--- config.mk ---
export PLATFORM = sky130hd
export DESIGN_NAME = machine_timer
export DESIGN_NICKNAME = d
export VERILOG_FILES = /design/src/rtl/machine_timer_pkg.sv /design/src/rtl/machine_timer_prescaler.sv /design/src/rtl/machine_timer.sv
export SDC_FILE = /design/constraint.sdc
export NUM_CORES = 1
export LEC_CHECK = 0
export CAP_MARGIN = 5
export CORE_ASPECT_RATIO = 2
export CORE_MARGIN = 3
export CORE_UTILIZATION = 55
export CTS_BUF_LIST = sky130_fd_sc_hd__clkbuf_8
export CTS_CLUSTER_DIAMETER = 150
export DETAILED_ROUTE_END_ITERATION = 7
export MAX_ROUTING_LAYER = met4
export PLACE_DENSITY_LB_ADDON = 0.12
export RECOVER_POWER = 25
export SLEW_MARGIN = 30
export SYNTH_ARGS = -nofsm -noshare
export SYNTH_HDL_FRONTEND = slang
export SYNTH_SLANG_ARGS = --single-unit
--- constraint.sdc ---
create_clock -name clk -period 2.09 [get_ports clk]
set_input_delay 0.418 -clock clk [delete_from_list [all_inputs] [get_ports clk]]
set_output_delay 0.418 -clock clk [all_outputs]
set_load 0.005 [all_outputs]
--- src/rtl/machine_timer_pkg.sv ---
// Shared definitions for the machine timer: register map, CTRL bit indices
// and the interrupt pin index used by the top-level wiring.
package machine_timer_pkg;

    localparam logic [4:0] TIMER_MTIME_LO = 5'h00;
    localparam logic [4:0] TIMER_MTIME_HI = 5'h04;
    localparam logic [4:0] TIMER_CMP_LO   = 5'h08;
    localparam logic [4:0] TIMER_CMP_HI   = 5'h0C;
    localparam logic [4:0] TIMER_CTRL     = 5'h10;
    localparam logic [4:0] TIMER_PRESCALE = 5'h14;

    localparam int unsigned TIMER_CTRL_EN = 0;
    localparam int unsigned TIMER_CTRL_IE = 1;

    localparam int unsigned CLOCK_IRQ_PIN = 7;

    typedef enum logic [2:0] {
        REG_MTIME_LO,
        REG_MTIME_HI,
        REG_CMP_LO,
        REG_CMP_HI,
        REG_CTRL,
        REG_PRESCALE,
        REG_NONE
    } timer_reg_e;

    // Full 5-bit match, so misaligned offsets fall through to REG_NONE.
    function automatic timer_reg_e decode_reg(input logic [4:0] addr);
        case (addr)
            TIMER_MTIME_LO: return REG_MTIME_LO;
            TIMER_MTIME_HI: return REG_MTIME_HI;
            TIMER_CMP_LO:   return REG_CMP_LO;
            TIMER_CMP_HI:   return REG_CMP_HI;
            TIMER_CTRL:     return REG_CTRL;
            TIMER_PRESCALE: return REG_PRESCALE;
            default:        return REG_NONE;
        endcase
    endfunction

endpackage

--- src/rtl/machine_timer_prescaler.sv ---
// Programmable divider: emits a one-cycle tick every (prescale + 1) enabled
// cycles; the clear input restarts the count.
module timer_prescaler #(
    parameter int unsigned PRESCALE_W = 16
) (
    input  logic                  clk,
    input  logic                  clr_n,
    input  logic                  en,
    input  logic                  clear,
    input  logic [PRESCALE_W-1:0] prescale,
    output logic                  tick
);

    logic [PRESCALE_W-1:0] count;

    always_comb begin
        tick = en && (count == prescale);
    end

    always_ff @(posedge clk or negedge clr_n) begin
        if (!clr_n) begin
            count <= '0;
        end else if (clear || tick) begin
            count <= '0;
        end else if (en) begin
            count <= count + PRESCALE_W'(1);
        end
    end

endmodule

--- src/rtl/machine_timer.sv ---
// Memory-mapped 64-bit machine timer with prescaler, atomic 64-bit access
// helpers (read snapshot, write shadow) and a level interrupt.
module machine_timer
    import machine_timer_pkg::*;
#(
    parameter int unsigned PRESCALE_W = 16,
    parameter logic [63:0] RESET_CMP  = 64'hFFFF_FFFF_FFFF_FFFF
) (
    input  logic        clk,
    input  logic        clr_n,
    input  logic        bus_req,
    input  logic        bus_we,
    input  logic [4:0]  bus_addr,
    input  logic [31:0] bus_wdata,
    output logic        bus_ack,
    output logic [31:0] bus_rdata,
    output logic        timer_irq
);

    logic [63:0]           mtime;
    logic [63:0]           mtimecmp;
    logic [31:0]           cmp_lo_shadow;
    logic [31:0]           mtime_hi_snap;
    logic                  ctrl_en;
    logic                  ctrl_ie;
    logic [PRESCALE_W-1:0] prescale;
    logic                  tick;

    timer_reg_e  sel;
    logic        wr;
    logic        rd;
    logic [31:0] rdata_next;

    always_comb begin
        sel = bus_req ? decode_reg(bus_addr) : REG_NONE;
        wr  = bus_req && bus_we;
        rd  = bus_req && !bus_we;
    end

    always_comb begin
        rdata_next = '0;
        if (rd) begin
            case (sel)
                REG_MTIME_LO: rdata_next = mtime[31:0];
                REG_MTIME_HI: rdata_next = mtime_hi_snap;
                REG_CMP_LO:   rdata_next = mtimecmp[31:0];
                REG_CMP_HI:   rdata_next = mtimecmp[63:32];
                REG_CTRL:     rdata_next = {30'b0, ctrl_ie, ctrl_en};
                REG_PRESCALE: rdata_next = 32'(prescale);
                default:      rdata_next = '0;
            endcase
        end
    end

    timer_prescaler #(
        .PRESCALE_W(PRESCALE_W)
    ) u_prescaler (
        .clk      (clk),
        .clr_n    (clr_n),
        .en       (ctrl_en),
        .clear    (wr && (sel == REG_PRESCALE)),
        .prescale (prescale),
        .tick     (tick)
    );

    always_ff @(posedge clk or negedge clr_n) begin
        if (!clr_n) begin
            bus_ack   <= 1'b0;
            bus_rdata <= '0;
            timer_irq <= 1'b0;
        end else begin
            bus_ack   <= bus_req;
            bus_rdata <= rdata_next;
            timer_irq <= ctrl_ie && (mtime >= mtimecmp);
        end
    end

    always_ff @(posedge clk or negedge clr_n) begin
        if (!clr_n) begin
            mtimecmp      <= RESET_CMP;
            cmp_lo_shadow <= '0;
            mtime_hi_snap <= '0;
            ctrl_en       <= 1'b0;
            ctrl_ie       <= 1'b0;
            prescale      <= '0;
        end else begin
            if (rd && (sel == REG_MTIME_LO)) begin
                mtime_hi_snap <= mtime[63:32];
            end
            if (wr) begin
                case (sel)
                    REG_CMP_LO:   cmp_lo_shadow <= bus_wdata;
                    REG_CMP_HI:   mtimecmp      <= {bus_wdata, cmp_lo_shadow};
                    REG_CTRL: begin
                        ctrl_en <= bus_wdata[TIMER_CTRL_EN];
                        ctrl_ie <= bus_wdata[TIMER_CTRL_IE];
                    end
                    REG_PRESCALE: prescale <= bus_wdata[PRESCALE_W-1:0];
                    default: ;
                endcase
            end
        end
    end

    // A software write to either half takes priority and swallows a coincident tick.
    always_ff @(posedge clk or negedge clr_n) begin
        if (!clr_n) begin
            mtime <= '0;
        end else if (wr && (sel == REG_MTIME_LO)) begin
            mtime[31:0] <= bus_wdata;
        end else if (wr && (sel == REG_MTIME_HI)) begin
            mtime[63:32] <= bus_wdata;
        end else if (tick) begin
            mtime <= mtime + 64'd1;
        end
    end

endmodule

After elaboration in Yosys (flattened, before gate mapping)
Index checks and enable logic that the tools add are counted.
{"block": "totals", "regBits": 260, "output_inout_bits": 34}
{"block": "op_classes", "addsub": 2, "order_cmp": 1, "n_eq_ne": 12, "n_mux": 10, "n_bitwise": 1, "n_reduce_logical": 21}
{"operator": "32-bit one-hot mux with 6 select lines", "count": 1}
{"operator": "32-bit two-way mux", "count": 4}
{"operator": "64-bit by 1-bit adder with 64-bit output, second input constant", "count": 1}
{"operator": "64-bit >= comparator", "count": 1}
{"operator": "64-bit two-way mux", "count": 1}
{"operator": "16-bit two-way mux", "count": 2}
{"operator": "3-bit one-hot mux with 6 select lines", "count": 1}
{"operator": "16-bit by 1-bit adder with 16-bit output, second input constant", "count": 1}
{"operator": "16-bit equality test", "count": 1}
{"operator": "2-bit AND reduction", "count": 6}
{"operator": "5-bit by 4-bit equality test with 1-bit output, second input constant", "count": 2}
{"operator": "5-bit equality test, second input constant", "count": 2}
{"operator": "1-bit logical AND", "count": 8}
{"operator": "3-bit by 2-bit equality test with 1-bit output, second input constant", "count": 2}
{"operator": "3-bit equality test, second input constant", "count": 2}
{"operator": "2-bit nonzero test", "count": 3}
{"operator": "5-bit by 3-bit equality test with 1-bit output, second input constant", "count": 1}
{"operator": "5-bit logical NOT", "count": 1}
{"operator": "3-bit by 1-bit equality test with 1-bit output, second input constant", "count": 1}
{"operator": "3-bit logical NOT", "count": 1}
{"operator": "3-bit two-way mux", "count": 1}
{"operator": "2-bit inequality test, second input constant", "count": 1}
{"operator": "1-bit logical NOT", "count": 1}
{"operator": "1-bit logical OR", "count": 1}
{"operator": "1-bit inverter", "count": 1}

Depth between registers and ports, before layout
{"block": "depth", "ltp_word": 7, "depth_mapped": 10, "depth_no_buf": 8}

Cells and area by module
A second synthesis with hierarchy kept.
{"block": "unflattened", "hier_cells": 1289, "area_unflattened_um2": 13566.8}
{"mod": "machine_timer", "n_inst": 1, "cells_per_inst": 1187, "area_each_um2": 12580.8}
{"mod": "timer_prescaler", "n_inst": 1, "cells_per_inst": 102, "area_each_um2": 985.9}

Worst setup path after synthesis
Ideal clock, no wire load.
{"block": "synth_path", "kind": "register -> register", "startpoint": "reg u_prescaler.count[2]", "endpoint": "reg mtime[26]", "setup_time_ns": 0.122, "arrival_ns": 2.076, "required_time_ns": 1.968, "slack_ns": -0.108, "stages_incl_launch_ff": 8, "n_path_buf": 1, "cell_sequence": "dfrtp_1 xor2_1 nor4_2 and4_1 buf_6 nand2_4 or4_1 a32o_1"}
{"block": "synth_via", "elab_chain_len": 4}
{"element": "from (decl)", "line_no": "machine_timer_prescaler.sv:14", "rtl": "logic [PRESCALE_W-1:0] count;"}
{"element": "from (signal assigned)", "line_no": "machine_timer_prescaler.sv:26", "rtl": "count <= count + PRESCALE_W'(1);"}
{"element": "16-bit equality test", "line_no": "machine_timer_prescaler.sv:17", "rtl": "tick = en && (count == prescale);"}
{"element": "1-bit logical AND", "line_no": "machine_timer_prescaler.sv:17"}
{"element": "2-bit nonzero test (no line)"}
{"element": "2-bit AND reduction (no line)"}
{"element": "to (signal assigned)", "line_no": "machine_timer.sv:110", "rtl": "mtime[31:0] <= bus_wdata;"}
{"element": "to (signal assigned)", "line_no": "machine_timer.sv:114", "rtl": "mtime <= mtime + 64'd1;"}
{"element": "to (decl)", "line_no": "machine_timer.sv:20", "rtl": "logic [63:0] mtime;"}
Every way passes these cells.
A chain may end at the register's enable or synchronous reset.

Worst setup path after layout
{"block": "layout_path", "startpoint": "reg mtimecmp[49]", "endpoint": "reg timer_irq"}
{"block": "layout_via", "elab_chain_len": 2}
{"element": "from (decl)", "line_no": "machine_timer.sv:21", "rtl": "logic [63:0] mtimecmp;"}
{"element": "from (signal assigned)", "line_no": "machine_timer.sv:93", "rtl": "REG_CMP_HI: mtimecmp <= {bus_wdata, cmp_lo_shadow};"}
{"element": "64-bit >= comparator", "line_no": "machine_timer.sv:74", "rtl": "timer_irq <= ctrl_ie && (mtime >= mtimecmp);"}
{"element": "1-bit logical AND", "line_no": "machine_timer.sv:74"}
{"element": "to (signal assigned)", "line_no": "machine_timer.sv:74"}
{"element": "to (decl)", "line_no": "machine_timer.sv:17", "rtl": "output logic timer_irq"}
Every way passes these cells.

==> flow_summary.json <==
{
  "start_kind": "flip-flop",
  "max_cap_violations": 1,
  "netSwitchingPower_uw": 4610,
  "port_buffers": 74,
  "final_common_cell": "buf_4",
  "worst_pin_slew_ns": 1.55,
  "cp.required_ns": 2.52,
  "finClkSkew_ns": 0.0299,
  "cts_max_path_buffers": 3,
  "cts-root-buf": "clkbuf_8",
  "core_area_mm2": 0.0258,
  "grt.total_usage_pct": 36.6,
  "avgViaCountPerCell": 6.23,
  "vias": 13825,
  "p_clk_share_pct": 31.4,
  "ys_ff_latch": 260,
  "antenna_left": 0,
  "yosysWarnings": 0,
  "diodes": 0,
  "final_max_slew_viol_count": 54,
  "wl_met1_um": 16700,
  "wire_per_inst_um": 23.1,
  "synth_top_area_share_pct": 33.9,
  "violations": "max-capacitance violations, max-slew violations, negative setup slack",
  "finalSetupTns_ns": -10.59,
  "place_area_mm2": 0.0177,
  "pin_count": 75,
  "fmax_mhz": 412,
  "internal_power_uw": 10000,
  "htreeDepth": 2,
  "outcome": "finished, violations left",
  "synthFlopType": "dfrtp_1",
  "die_w_um": 121,
  "dieArea_mm2": 0.0284,
  "grt_pass1_wl_um": 77900,
  "finalInstanceArea_mm2": 0.0201,
  "syn-cell-area_mm2": 0.0145,
  "async_flop_share_pct": 100,
  "yosys-top-cells-area": "dfrtp_1, dfstp_2, mux2_2",
  "wl_met3_um": 2590,
  "place_ws_ns": -0.875,
  "clk_pin_slew_ns": 0.07,
  "grt_max_degree": 60,
  "cp_data_arrival_time_ns": 2.86,
  "final_util_pct": 77.9,
  "areaGrowthSynthToFinish_pct": 38.9,
  "cts_sinks": 260,
  "insertion_delay_ns": 0.59,
  "cellPowerDensity_mw_per_mm2": 728,
  "avgSynthCellArea_um2": 9.78,
  "drc_errors": 0,
  "hold_class": "in2reg",
  "firstDrtPassIters": 6,
  "gp_congestion": 1.02,
  "drive_gt1_share_pct": 39.3,
  "worstSetupEndpointType": "flip-flop",
  "die_h_um": 235,
  "synth_fp_nets": 1585,
  "final_cell_mix": "buf_4, dfrtp_1, nand2_1",
  "grt_pass1_vias": 14460,
  "cp_max_fo": 2,
  "sw_frac_of_total_pct": 31.5,
  "fin_crit_ns": 2.43,
  "drt_iter0_markers": 955,
  "gr-total-overflow": 0,
  "finalSetupViolCount": 78,
  "crit_type": "reg2reg",
  "rsz0062_at_grt": "yes",
  "yosysTopAreaCell": "dfrtp_1",
  "met2_length_um": 26800,
  "fin_crit_sh_pct": 116,
  "power.total_uw": 14600,
  "setup_ws_ns": -0.337,
  "finalNetCount": 1957,
  "syn-instance-count": 1478,
  "yosysSeqAreaShare_pct": 45.6,
  "start_util_pct": 56.1,
  "relSlewSlack_pct": -3.26,
  "seq_power_share_pct": 41.0,
  "dpl.hpwl_um": 36300,
  "cts_tree": "done",
  "wl_um": 51300,
  "synth_edf_count": 0,
  "finalHoldViolations": 0,
  "fillers": 1787,
  "highest_layer": "met4",
  "row_count": 83,
  "cts_buffers": 38,
  "grt_antenna_before_repair": 0,
  "ys_types": 77,
  "power_frac_comb_pct": 27.7,
  "irDropWorstVdd_mv": 0.516,
  "power_leakage_uw": 0.00931
}
power by group through the flow:
| stage | clock network, uW | registers (uW) | logic, uW |
|---|---|---|---|
| after floorplan | 0 | 6020 | 1620 |
| after global placement | 0 | 6030 | 3250 |
| after detailed placement | 0 | 6040 | 3340 |
| after CTS | 4640 | 5970 | 3700 |
| after global routing | 4870 | 6030 | 4340 |
| final | 4580 | 5980 | 4040 |
through the flow:
step / hold WS [ns] / std cells
final: 0.475 / 2220
after floorplan: 0.122 / 1478
after global placement: 0.374 / 2094
after detailed placement: 0.378 / 2094
after global routing: 0.504 / 2220
after CTS: 0.373 / 2201
worst paths after layout:
| kind | depth (start not counted) | endpoint | slack [ns] | start |
|---|---|---|---|---|
| setup / recovery | 9 | timer_irq | -0.34 | mtimecmp[49] |
| hold / removal | 3 | mtimecmp[57] | 0.47 | bus_wdata[25] |
| setup reg to reg | 9 | timer_irq | -0.34 | mtimecmp[49] |
| hold reg to reg | 2 | mtimecmp[28] | 0.48 | cmp_lo_shadow[28] |
| max in group asynchronous | 3 | mtimecmp[33] | 0.17 | clr_n |
| min in group asynchronous | 2 | bus_rdata[15] | 0.77 | clr_n |
state kept, by name, indices dropped and copies added, names as in the netlist:
signal	count
bus_ack	1
bus_rdata	32
cmp_lo_shadow	32
ctrl_en	1
ctrl_ie	1
mtime	64
mtime_hi_snap	32
mtimecmp	64
prescale	16
timer_irq	1
u_prescaler.count	16
per-layer routing:
layer,global-route usage [%],vias to the layer above
met1,35.7,6711
met5,-,-
met2,63.4,636
met3,5.19,346
met4,28.9,0
li1,-,6132
what timing repair did:
item	in CTS	in global routing
gates resized for setup	123	121
hold buffers	1	0
gates cloned	1	2
pin swaps	52	54
endpoints found under the setup margin	172	166
hold endpoints to repair	38	0
setup buffers	39	19
critical path, stage by stage, from the launching register on:
cell and delay, ns:
dfstp_2 0.53, inv_1 0.05, ha_1 0.28, a21oi_1 0.22, o21ai_2 0.14, a211oi_4 0.25, buf_4 0.16, o221ai_2 0.15
nor4_1 0.34, a21oi_1 0.16
synth_stat cells, types with 8 or more instances:
master,n
dfrtp_1,196
nand2_1,161
o21ai_0,121
nor2_1,93
mux2_2,81
inv_1,74
ha_1,66
a21oi_1,64
dfstp_2,64
clkbuf_1,58
a22oi_1,44
nand3_1,42
nand4_1,37
a31oi_1,27
buf_2,25
and3_1,23
xor2_1,21
a22o_1,19
and2_1,16
nor3_1,16
and4_1,15
a211oi_1,11
nor4_1,11
o211ai_1,11
xnor2_1,11
or4_1,10
buf_1,9
a311oi_1,8
mux2i_1,8
nand2b_1,8
cell type report:
class | instances | area, um^2 | share of cell area [%]
clock buffer | 48 | 661 | 3.29
sequential | 260 | 6590 | 32.8
clock inverter | 22 | 184 | 0.916
tap | 340 | 425 | 2.12
multi-input combinational | 1045 | 8100 | 40.3
inverter | 74 | 278 | 1.38
timing repair buffer | 431 | 3830 | 19.1
cell families (layout without fill, tap and decap cells):
logic type                 count (synthesis)  in the layout  share of synthesized area, %
AOI/OAI and AO/OA                        381            381                          17.1
xor gates and xnor gates                  32             32                          1.94
adders and majority gates                 66             66                          5.71
buffers and inverters                    173            575                          4.92
DFF                                      260            260                          45.6
muxes                                     96             96                          7.96
and+or+nand+nor                          470            470                          16.8
Power figures use the tool's default switching activity.
